[config.mk]
export PLATFORM = sky130hd
export DESIGN_NAME = register_renamer
export DESIGN_NICKNAME = d
export VERILOG_FILES = /design/src/rtl/register_renamer_pkg.sv /design/src/rtl/register_renamer_free_list.sv /design/src/rtl/register_renamer.sv
export SDC_FILE = /design/constraint.sdc
export NUM_CORES = 2
export LEC_CHECK = 0
export ABC_CLOCK_PERIOD_IN_PS = 22400
export BUFFER_PORTS_ARGS = -buffer_cell sky130_fd_sc_hd__buf_2
export CELL_PAD_IN_SITES_DETAIL_PLACEMENT = 1
export CELL_PAD_IN_SITES_GLOBAL_PLACEMENT = 1
export CORE_UTILIZATION = 53
export CTS_CLUSTER_SIZE = 30
export DETAILED_ROUTE_END_ITERATION = 8
export PLACE_DENSITY = 0.92
export SYNTH_ARGS = -nofsm -noshare
export SYNTH_HDL_FRONTEND = slang
export SYNTH_SLANG_ARGS = --single-unit
[constraint.sdc]
create_clock -name clk_i -period 22.4 [get_ports clk_i]
set_input_delay 1.12 -clock clk_i [delete_from_list [all_inputs] [get_ports clk_i]]
set_output_delay 1.12 -clock clk_i [all_outputs]
set_load 0.01 [all_outputs]
[src/rtl/register_renamer_pkg.sv]
// Shared sizing, types and helpers for the register renamer.
// Imported by the renamer top and its free-list sub-module.
package register_renamer_pkg;

  localparam int NUM_WB_GROUPS = 2;
  localparam int WB_W =
    (NUM_WB_GROUPS > 1) ? $clog2(NUM_WB_GROUPS) : 1;
  localparam int PHYS_REGS = 64;
  localparam int PHYS_W = $clog2(PHYS_REGS);
  localparam int ARCH_REGS = 32;
  localparam int ARCH_W = $clog2(ARCH_REGS);
  localparam int FL_DEPTH = PHYS_REGS - ARCH_REGS;
  localparam int FL_IDX_W = $clog2(FL_DEPTH);
  localparam int FL_PTR_W = FL_IDX_W + 1;

  localparam int RS1 = 0;
  localparam int RS2 = 1;
  localparam int REGFILE_READ_PORTS = 2;

  typedef logic [PHYS_W-1:0] phys_addr_t;
  typedef logic [ARCH_W-1:0] arch_addr_t;
  typedef logic [WB_W-1:0] wb_group_t;
  typedef logic [FL_PTR_W-1:0] fl_ptr_t;

  typedef struct packed {
    arch_addr_t rd;
    phys_addr_t phys;
    phys_addr_t prev;
    wb_group_t  wb_group;
  } renamer_retire_t;

  // Pointers all equal means full, so occupancy is offset by the depth.
  function automatic fl_ptr_t fl_count(
    input fl_ptr_t tail,
    input fl_ptr_t head
  );
    return tail - head + fl_ptr_t'(FL_DEPTH);
  endfunction

endpackage

[src/rtl/register_renamer_free_list.sv]
// Circular free list of physical registers with speculative and
// committed read heads; rollback rewinds the speculative head.
module renamer_free_list
  import register_renamer_pkg::*;
(
  input  logic              clk_i,
  input  logic              rst_i,
  input  logic              pop_i,
  input  logic              push_i,
  input  logic [PHYS_W-1:0] push_data_i,
  input  logic              commit_i,
  input  logic              rollback_i,
  output logic [PHYS_W-1:0] head_data_o,
  output logic              not_empty_o,
  output logic [FL_PTR_W-1:0] commit_count_o
);

  phys_addr_t mem_q [FL_DEPTH];
  fl_ptr_t tail_q, tail_d;
  fl_ptr_t spec_head_q, spec_head_d;
  fl_ptr_t commit_head_q, commit_head_d;
  fl_ptr_t spec_count;

  assign spec_count = fl_count(tail_q, spec_head_q);
  assign commit_count_o = fl_count(tail_q, commit_head_q);
  assign not_empty_o = (spec_count != '0);
  assign head_data_o = mem_q[spec_head_q[FL_IDX_W-1:0]];

  always_comb begin
    tail_d = tail_q + fl_ptr_t'(push_i);
    commit_head_d = commit_head_q + fl_ptr_t'(commit_i);
    spec_head_d = spec_head_q;
    unique case (1'b1)
      rollback_i: spec_head_d = commit_head_d;
      pop_i:      spec_head_d = spec_head_q + fl_ptr_t'(1);
      default:    ;
    endcase
  end

  always_ff @(posedge clk_i or posedge rst_i) begin
    if (rst_i) begin
      tail_q <= '0;
      spec_head_q <= '0;
      commit_head_q <= '0;
      for (int i = 0; i < FL_DEPTH; i++) begin
        mem_q[i] <= phys_addr_t'(ARCH_REGS + i);
      end
    end else begin
      tail_q <= tail_d;
      spec_head_q <= spec_head_d;
      commit_head_q <= commit_head_d;
      if (push_i) begin
        mem_q[tail_q[FL_IDX_W-1:0]] <= push_data_i;
      end
    end
  end

endmodule

[src/rtl/register_renamer.sv]
// Decode-stage renamer: speculative and retired rename maps with
// writeback-group tags, backed by a rollback-capable free list.
module register_renamer
  import register_renamer_pkg::*;
(
  input  logic              clk_i,
  input  logic              rst_i,
  input  logic              flush_i,
  input  logic              rename_valid_i,
  output logic              rename_ready_o,
  input  logic              rename_uses_rd_i,
  input  logic [ARCH_W-1:0] rs_addr_i [REGFILE_READ_PORTS],
  input  logic [ARCH_W-1:0] rd_addr_i,
  input  logic [WB_W-1:0]   rd_wb_group_i,
  output logic [PHYS_W-1:0] phys_rs_addr_o [REGFILE_READ_PORTS],
  output logic [WB_W-1:0]   rs_wb_group_o [REGFILE_READ_PORTS],
  output logic [PHYS_W-1:0] phys_rd_addr_o,
  output logic [PHYS_W-1:0] prev_phys_rd_addr_o,
  input  logic              retire_valid_i,
  input  logic [ARCH_W-1:0] retire_rd_addr_i,
  input  logic [PHYS_W-1:0] retire_phys_rd_addr_i,
  input  logic [PHYS_W-1:0] retire_prev_phys_addr_i,
  input  logic [WB_W-1:0]   retire_wb_group_i
);

  phys_addr_t spec_map_q [ARCH_REGS];
  phys_addr_t spec_map_d [ARCH_REGS];
  phys_addr_t arch_map_q [ARCH_REGS];
  phys_addr_t arch_map_d [ARCH_REGS];
  wb_group_t  spec_grp_q [ARCH_REGS];
  wb_group_t  spec_grp_d [ARCH_REGS];
  wb_group_t  arch_grp_q [ARCH_REGS];
  wb_group_t  arch_grp_d [ARCH_REGS];

  renamer_retire_t ret;
  logic       alloc;
  logic       fl_not_empty;
  phys_addr_t fl_head;
  fl_ptr_t    fl_commit_cnt;

  assign ret = {retire_rd_addr_i, retire_phys_rd_addr_i,
                retire_prev_phys_addr_i, retire_wb_group_i};

  assign alloc = rename_valid_i & rename_uses_rd_i &
                 (rd_addr_i != '0) & ~flush_i;

  renamer_free_list u_free_list (
    .clk_i          (clk_i),
    .rst_i          (rst_i),
    .pop_i          (alloc),
    .push_i         (retire_valid_i),
    .push_data_i    (ret.prev),
    .commit_i       (retire_valid_i),
    .rollback_i     (flush_i),
    .head_data_o    (fl_head),
    .not_empty_o    (fl_not_empty),
    .commit_count_o (fl_commit_cnt)
  );

  assign rename_ready_o = fl_not_empty;
  assign phys_rd_addr_o = alloc ? fl_head : '0;
  assign prev_phys_rd_addr_o =
    (rd_addr_i == '0) ? '0 : spec_map_q[rd_addr_i];

  // x0 is hardwired: phys 0, group 0, whatever the tables hold.
  always_comb begin
    for (int p = 0; p < REGFILE_READ_PORTS; p++) begin
      phys_rs_addr_o[p] = '0;
      rs_wb_group_o[p] = '0;
      if (rs_addr_i[p] != '0) begin
        phys_rs_addr_o[p] = spec_map_q[rs_addr_i[p]];
        rs_wb_group_o[p] = spec_grp_q[rs_addr_i[p]];
      end
    end
  end

  // Flush copies the arch tables including this cycle's retire write.
  always_comb begin
    arch_map_d = arch_map_q;
    arch_grp_d = arch_grp_q;
    if (retire_valid_i) begin
      arch_map_d[ret.rd] = ret.phys;
      arch_grp_d[ret.rd] = ret.wb_group;
    end
    spec_map_d = spec_map_q;
    spec_grp_d = spec_grp_q;
    if (flush_i) begin
      spec_map_d = arch_map_d;
      spec_grp_d = arch_grp_d;
    end else if (alloc) begin
      spec_map_d[rd_addr_i] = fl_head;
      spec_grp_d[rd_addr_i] = rd_wb_group_i;
    end
  end

  always_ff @(posedge clk_i or posedge rst_i) begin
    if (rst_i) begin
      for (int i = 0; i < ARCH_REGS; i++) begin
        spec_map_q[i] <= phys_addr_t'(i);
        arch_map_q[i] <= phys_addr_t'(i);
        spec_grp_q[i] <= '0;
        arch_grp_q[i] <= '0;
      end
    end else begin
      spec_map_q <= spec_map_d;
      arch_map_q <= arch_map_d;
      spec_grp_q <= spec_grp_d;
      arch_grp_q <= arch_grp_d;
    end
  end

`ifndef SYNTHESIS
  a_alloc_needs_ready: assert property (
    @(posedge clk_i) disable iff (rst_i)
    alloc |-> rename_ready_o);
  a_prev_not_zero: assert property (
    @(posedge clk_i) disable iff (rst_i)
    retire_valid_i |-> (ret.prev != '0));
  a_commit_bound: assert property (
    @(posedge clk_i) disable iff (rst_i)
    fl_commit_cnt <= fl_ptr_t'(FL_DEPTH));
`endif

endmodule

; Word level (Yosys, flattened, before mapping)
; Cells that the tools add are included.
[classes]
div_mod_pow = 0
n_shift = 0
multipliers = 0
n_eq_ne = 0
reduce_logical = 9
add_sub_neg = 5
magnitude_cmp = 9
n_bitwise = 10
mux = 46
[op_table]
columns = cell, n
row1 = 192-bit bitwise mux, 3
row2 = 192-bit two-way mux, 3
row3 = 6-bit binary-select mux with 5-bit select, 4
row4 = 32-bit two-way mux, 3
row5 = 6-bit demux with 5-bit select, 3
row6 = 6-bit two-way mux, 15
row7 = 32-bit bitwise mux, 2
row8 = 6-bit greater-or-equal comparator (second input constant), 6
row9 = 5-bit NOT with 6-bit output, 6
row10 = 6-bit by 1-bit less-than comparator with 1-bit output (second input constant), 3
row11 = 5-bit nonzero test, 3
row12 = 6-bit by 1-bit adder with 6-bit output, 2
row13 = 6-bit case mux with 2 select lines, 1
row14 = 1-bit binary-select mux with 5-bit select, 2
row15 = 1-bit demux with 5-bit select, 2
row16 = 1-bit two-way mux, 8
row17 = 6-bit by 1-bit adder with 6-bit output (second input constant), 1
row18 = 6-bit adder (second input constant), 1
row19 = 6-bit nonzero test, 1
row20 = 6-bit subtractor, 1
row21 = 5-bit logical NOT, 1
row22 = 1-bit AND, 3
row23 = 1-bit logical AND, 3
row24 = 2-bit nonzero test, 1
row25 = 1-bit NOT, 1
[totals]
output_inout_bits = 27
ramBits = 0
memories = 0
mem_bits_ro = 0
input_bits = 40
ff_bits = 658
word_cells = 242
latchBits = 0

; Depth between registers and ports, before layout
[logic_depth]
depth_word = 8
mapped_depth = 13
ltp_nobuf = 11

; Hierarchy
; From an unflattened synthesis, not the netlist that was laid out.
[hier_totals]
cells_unflattened = 2572
hier_area_um2 = 34745.8
[modules_own_cells]
columns = module, instances, cells_each, area_per_inst_um2, seq_area_each_um2
row1 = register_renamer, 1, 1865, 24496.0, 11410.9
row2 = renamer_free_list, 1, 707, 10249.8, 5395.2

; Least setup slack after synthesis
; No wires, ideal clock.
[synth_timing]
path_kind = input -> output
from = in rs_addr_i[5] (netlist name)
to = out phys_rs_addr_o[11] (netlist name)
n_path_buf = 2
required_time_ns = 21.280
t_arrival_ns = 2.874
path_slack_ns = 18.406
cell_stages = 6
cell_sequence = buf_2 -> buf_2 -> mux4_2 -> mux4_2 -> mux2i_1 -> nor2_1
[synth_lines]
columns = element, line
row1 = from (decl), register_renamer.sv:12  ; input logic [ARCH_W-1:0] rs_addr_i [REGFILE_READ_PORTS],
row2 = to (decl), register_renamer.sv:15  ; output logic [PHYS_W-1:0] phys_rs_addr_o [REGFILE_READ_PORTS],

; Worst setup path after layout
[layout_timing]
from = reg u_free_list.spec_head_q[2]
to = out phys_rd_addr_o[3]
[layout_via]
elab_chain_len = 5
[layout_rtl]
columns = element, line
row1 = from (decl), register_renamer_free_list.sv:20  ; fl_ptr_t spec_head_q, spec_head_d;
row2 = from (signal assigned), register_renamer_free_list.sv:50  ; spec_head_q <= spec_head_d;
row3 = 5-bit NOT with 6-bit output (implied by the code), register_renamer_free_list.sv:27  ; assign head_data_o = mem_q[spec_head_q[FL_IDX_W-1:0]];
row4 = 6-bit binary-select mux with 5-bit select, register_renamer_free_list.sv:27
row5 = 6-bit two-way mux (implied by the code) (2 in series), register_renamer_free_list.sv:27
row6 = 6-bit two-way mux, register_renamer.sv:61  ; assign phys_rd_addr_o = alloc ? fl_head : '0;
row7 = to (decl), register_renamer.sv:17  ; output logic [PHYS_W-1:0] phys_rd_addr_o,
; Every way passes these cells. The select of a mux whose other input is x is not followed.

==> key figures <==
Status
  – Status: finished clean

Timing
  – RSZ-0062 raised after global routing: no
  – Setup violators final: 0
  – Setup WS post-layout: about 17000 ps
  – Setup tns final: 0 ps
  – Max transition margin: approximately 10%
  – Period minus WS final: about 5700 ps
  – Final hold vios: 0
  – Worst-Margin Slew: between 1000 and 1500 ps
  – Hold_ws: slightly below 500 ps
  – Tcrit/Tclk final: 25.7%
  – Clock Skews: approximately 40 ps
  – Max-slew violation count: 0
  – Fmax: 174 MHz

Clock network
  – Root Buffer: clkbuf_16
  – Clk_lat worst skew: about 670 ps
  – Post-CTS Setup Bufs: 0
  – Num CTS Buffers: a little over 70
  – CTS sink cnt: about 660
  – H-tree Lvls: 3
  – Resize count post-CTS: 0
  – Clock buffer depth: 3
  – Hold_buf cts: 0
  – CTS tree: done
  – CTS clk-pin slew, worst paths: ~60 ps

Layout
  – Commonest cells after routing, fill and taps aside: 420 x mux2_2, 383 x dfrtp_1, 272 x dfstp_2
  – Layout Cells excl Fill: around 3600
  – Layout fillers: just over 6000
  – Most common cell after layout, fill and taps aside: mux2_2
  – Layout Nets: 2699
  – P&R area growth vs syn: 9.44%
  – Design Area, Final: 0.0383 mm^2
  – Share of cells above drive strength 1: ~44%

Worst setup path
  – FF-to-FF End: spec_map_q[75]$_DFFE_PP0P_
  – WP buf/inv: 2
  – CP max FO: between 60 and 70
  – Worst-path cell chain: buf_4 -> mux2i_1 -> a22oi_2 -> nand2_1 -> nand2_2 -> nand2_1 -> a2111oi_1 -> buf_2
  – Flop-to-flop setup slack: around 18000 ps
  – Setup crit start kind: register
  – CP Data Required Time: about 21000 ps
  – Crit path kind: register to output port
  – Worst setup path endpoint: phys_rd_addr_o[3]
  – Cell family with most CP delay: simple AND/OR/NAND/NOR gates
  – Critical path's slowest cell: buf_4
  – Kind of end point of the critical path: output port
  – Worst r2r path cells: 7
  – Worst Setup SP: u_free_list.spec_head_q[2]$_DFFE_PP0P_
  – Most frequent cell on the critical path: nand2_1
  – CP Depth: 8
  – CP max stage delay: 780 ps
  – Reg2reg start: u_free_list.spec_head_q[2]$_DFFE_PP0P_
  – Worst EP arrival: roughly 4600 ps

Drt
  – DR vias: 27800
  – TritonRoute pass-1 iters: 8
  – DR vias/cell: between 7 and 8
  – Wire length per cell after detailed routing: 39.5 um
  – Remaining antenna violation count: 0
  – Final Routed Wirelength: 141 mm
  – # DRC: 0
  – Initial DRC Count: 4295

Power
  – Worst VDD drop: 97.2 uV
  – Leak: ~15 nW
  – PD cells: approximately 130 mW/mm^2

Synthesis
  – Async S/R FF share, synth: 100%
  – Syn_nets: between 2000 and 3000
  – Synth top area cells: dfrtp_1 28%, dfstp_2 20%, mux4_2 14%, mux2_2 14%, a22oi_1 3.2%
  – Number of synthesized register bits: 658
  – Syn avg cell area: 13.1 um^2
  – Synth area leader: dfrtp_1
  – Main flop type after synthesis: dfrtp_1
  – Synth cell types: 80
  – Share of the synthesized area in the top cell type: 27.6%
  – Syn Inst Count: ~2700
  – Ys Warns: 0
  – Synthesized area: roughly 0.035 mm^2
  – Seq/Total Area, Yosys: roughly 48%
  – Post-synth EDFFs: 0

Place
  – Input/output buffers: between 60 and 70
  – Detailed Place HPWL: 89.1 mm
  – Worst slack, placed: approximately 17000 ps
  – GP Congestion: roughly 1
  – Cells after DPL: 3425
  – Area post-placement: 0.0359 mm^2

Die
  – Starting density of the core: 54.0%
  – IO Pins: 67
  – Die X: approximately 260 um
  – Cell row count: 93
  – Die height: 259 um
  – Die area: 0.0671 mm^2
  – Core box area: 0.0649 mm^2

Job
  – Maximum Capacitance Violations: 0

Global routing
  – Pin count of the biggest net entering global routing: between 200 and 250
  – First-pass GRT wire length: between 200 and 250 mm
  – Initial antenna violation count: 7
  – Vias in the first global route: ~30000
  – Global route total overflow: 0
  – GR Util All Layers: between 40% and 50%

Min path
  – Hold WC Path Type: register to register
## cells by family (layout without fill, tap and decap cells)
logic type      Yosys count  after routing  share of synthesized area [%]
other cells               0             10                              0
simple gates            493            493                           6.64
mux                     733            733                           30.6
flops                   658            658                           48.0
xor+xnor                 18             18                          0.450
buf+inv                 225            255                           2.78
fa+ha+maj                15             15                          0.557
compound gates          531            531                           11.0
## registers in the layout, summed over array words and instances, names as in the netlist
signal and flops:
u_free_list.tail_q 6, arch_grp_q 32, u_free_list.spec_head_q 6, arch_map_q 192, u_free_list.commit_head_q 6, spec_grp_q 32, spec_map_q 192, u_free_list.mem_q 192
## per-layer routing
layer  routed length [um]  share of wire [%]  track usage (%)
met5                  160               0.11            0.997
met4                11700                8.3             29.2
met3                19500                 14             17.5
met2                62600                 44             63.3
met1                47100                 33             50.2
## Yosys cell counts, types with 6 or more instances
library cell / n
o21ai_0: 71
a221oi_1: 8
a21oi_1: 51
nand4_1: 19
a21o_1: 8
buf_6: 6
a22o_1: 41
xnor2_1: 11
o21ai_2: 6
o311ai_0: 8
o311ai_1: 7
o211ai_1: 17
nor3_1: 11
nand2_1: 186
a221o_1: 11
and2_1: 9
inv_1: 12
clkbuf_1: 146
nor3b_1: 6
a22oi_1: 148
nor2_1: 124
nand2_2: 6
o21ai_1: 71
a222oi_1: 23
o221ai_1: 19
ha_1: 14
and3_1: 7
buf_1: 16
buf_2: 35
dfrtp_1: 386
mux2_2: 420
mux2i_1: 79
mux2_1: 7
xor2_1: 7
a31oi_1: 7
dfstp_2: 272
nand2b_1: 21
mux4_2: 222
buf_4: 7
nand3_1: 57
a22oi_2: 7
## stage by stage
| stage | power [mW] | util, % |
|---|---|---|
| 3_5_place_dp | 3.47 | 55.3 |
| 5_1_grt | 4.93 | 59.0 |
| 4_1_cts | 4.76 | 59.0 |
| 2_1_floorplan | 2.84 | - |
| 6_report | 4.85 | 59.0 |
| 3_3_place_gp | 3.31 | 55.3 |
## report_power, final
group | switching, mW | leakage (nW) | internal, mW | total [mW]
sequential | 0.325 | 7.78 | 1.61 | 1.94
combinational | 1.01 | 6.49 | 0.663 | 1.68
clock | 0.536 | 1.18 | 0.703 | 1.24
total | 1.87 | 15.4 | 2.98 | 4.85
## area by class of cell
cell class | instances | area (um^2) | area share [%]
tap | 855 | 1070 | 2.79
multi-input combinational | 1790 | 17300 | 45.1
sequential | 658 | 16800 | 43.8
timing repair buffer | 109 | 696 | 1.81
clock buffer | 114 | 2110 | 5.50
antenna | 10 | 25.0 | 0.0653
inverter | 14 | 62.6 | 0.163
clock inverter | 18 | 292 | 0.760
## worst min-delay path by stage
stage	depth (start not counted)	slack (ps)	start	end
floorplan	1	440	u_free_list.commit_head_q[5]$_DFF_PP0_	u_free_list.commit_head_q[5]$_DFF_PP0_
global placement	1	460	u_free_list.commit_head_q[5]$_DFF_PP0_	u_free_list.commit_head_q[5]$_DFF_PP0_
detailed placement	1	470	u_free_list.commit_head_q[5]$_DFF_PP0_	u_free_list.commit_head_q[5]$_DFF_PP0_
CTS	1	490	u_free_list.commit_head_q[5]$_DFF_PP0_	u_free_list.commit_head_q[5]$_DFF_PP0_
global route	1	510	arch_map_q[191]$_DFF_PP0_	arch_map_q[191]$_DFF_PP0_
finish	1	480	u_free_list.commit_head_q[5]$_DFF_PP0_	u_free_list.commit_head_q[5]$_DFF_PP0_
(Power assumes the default switching activity.)
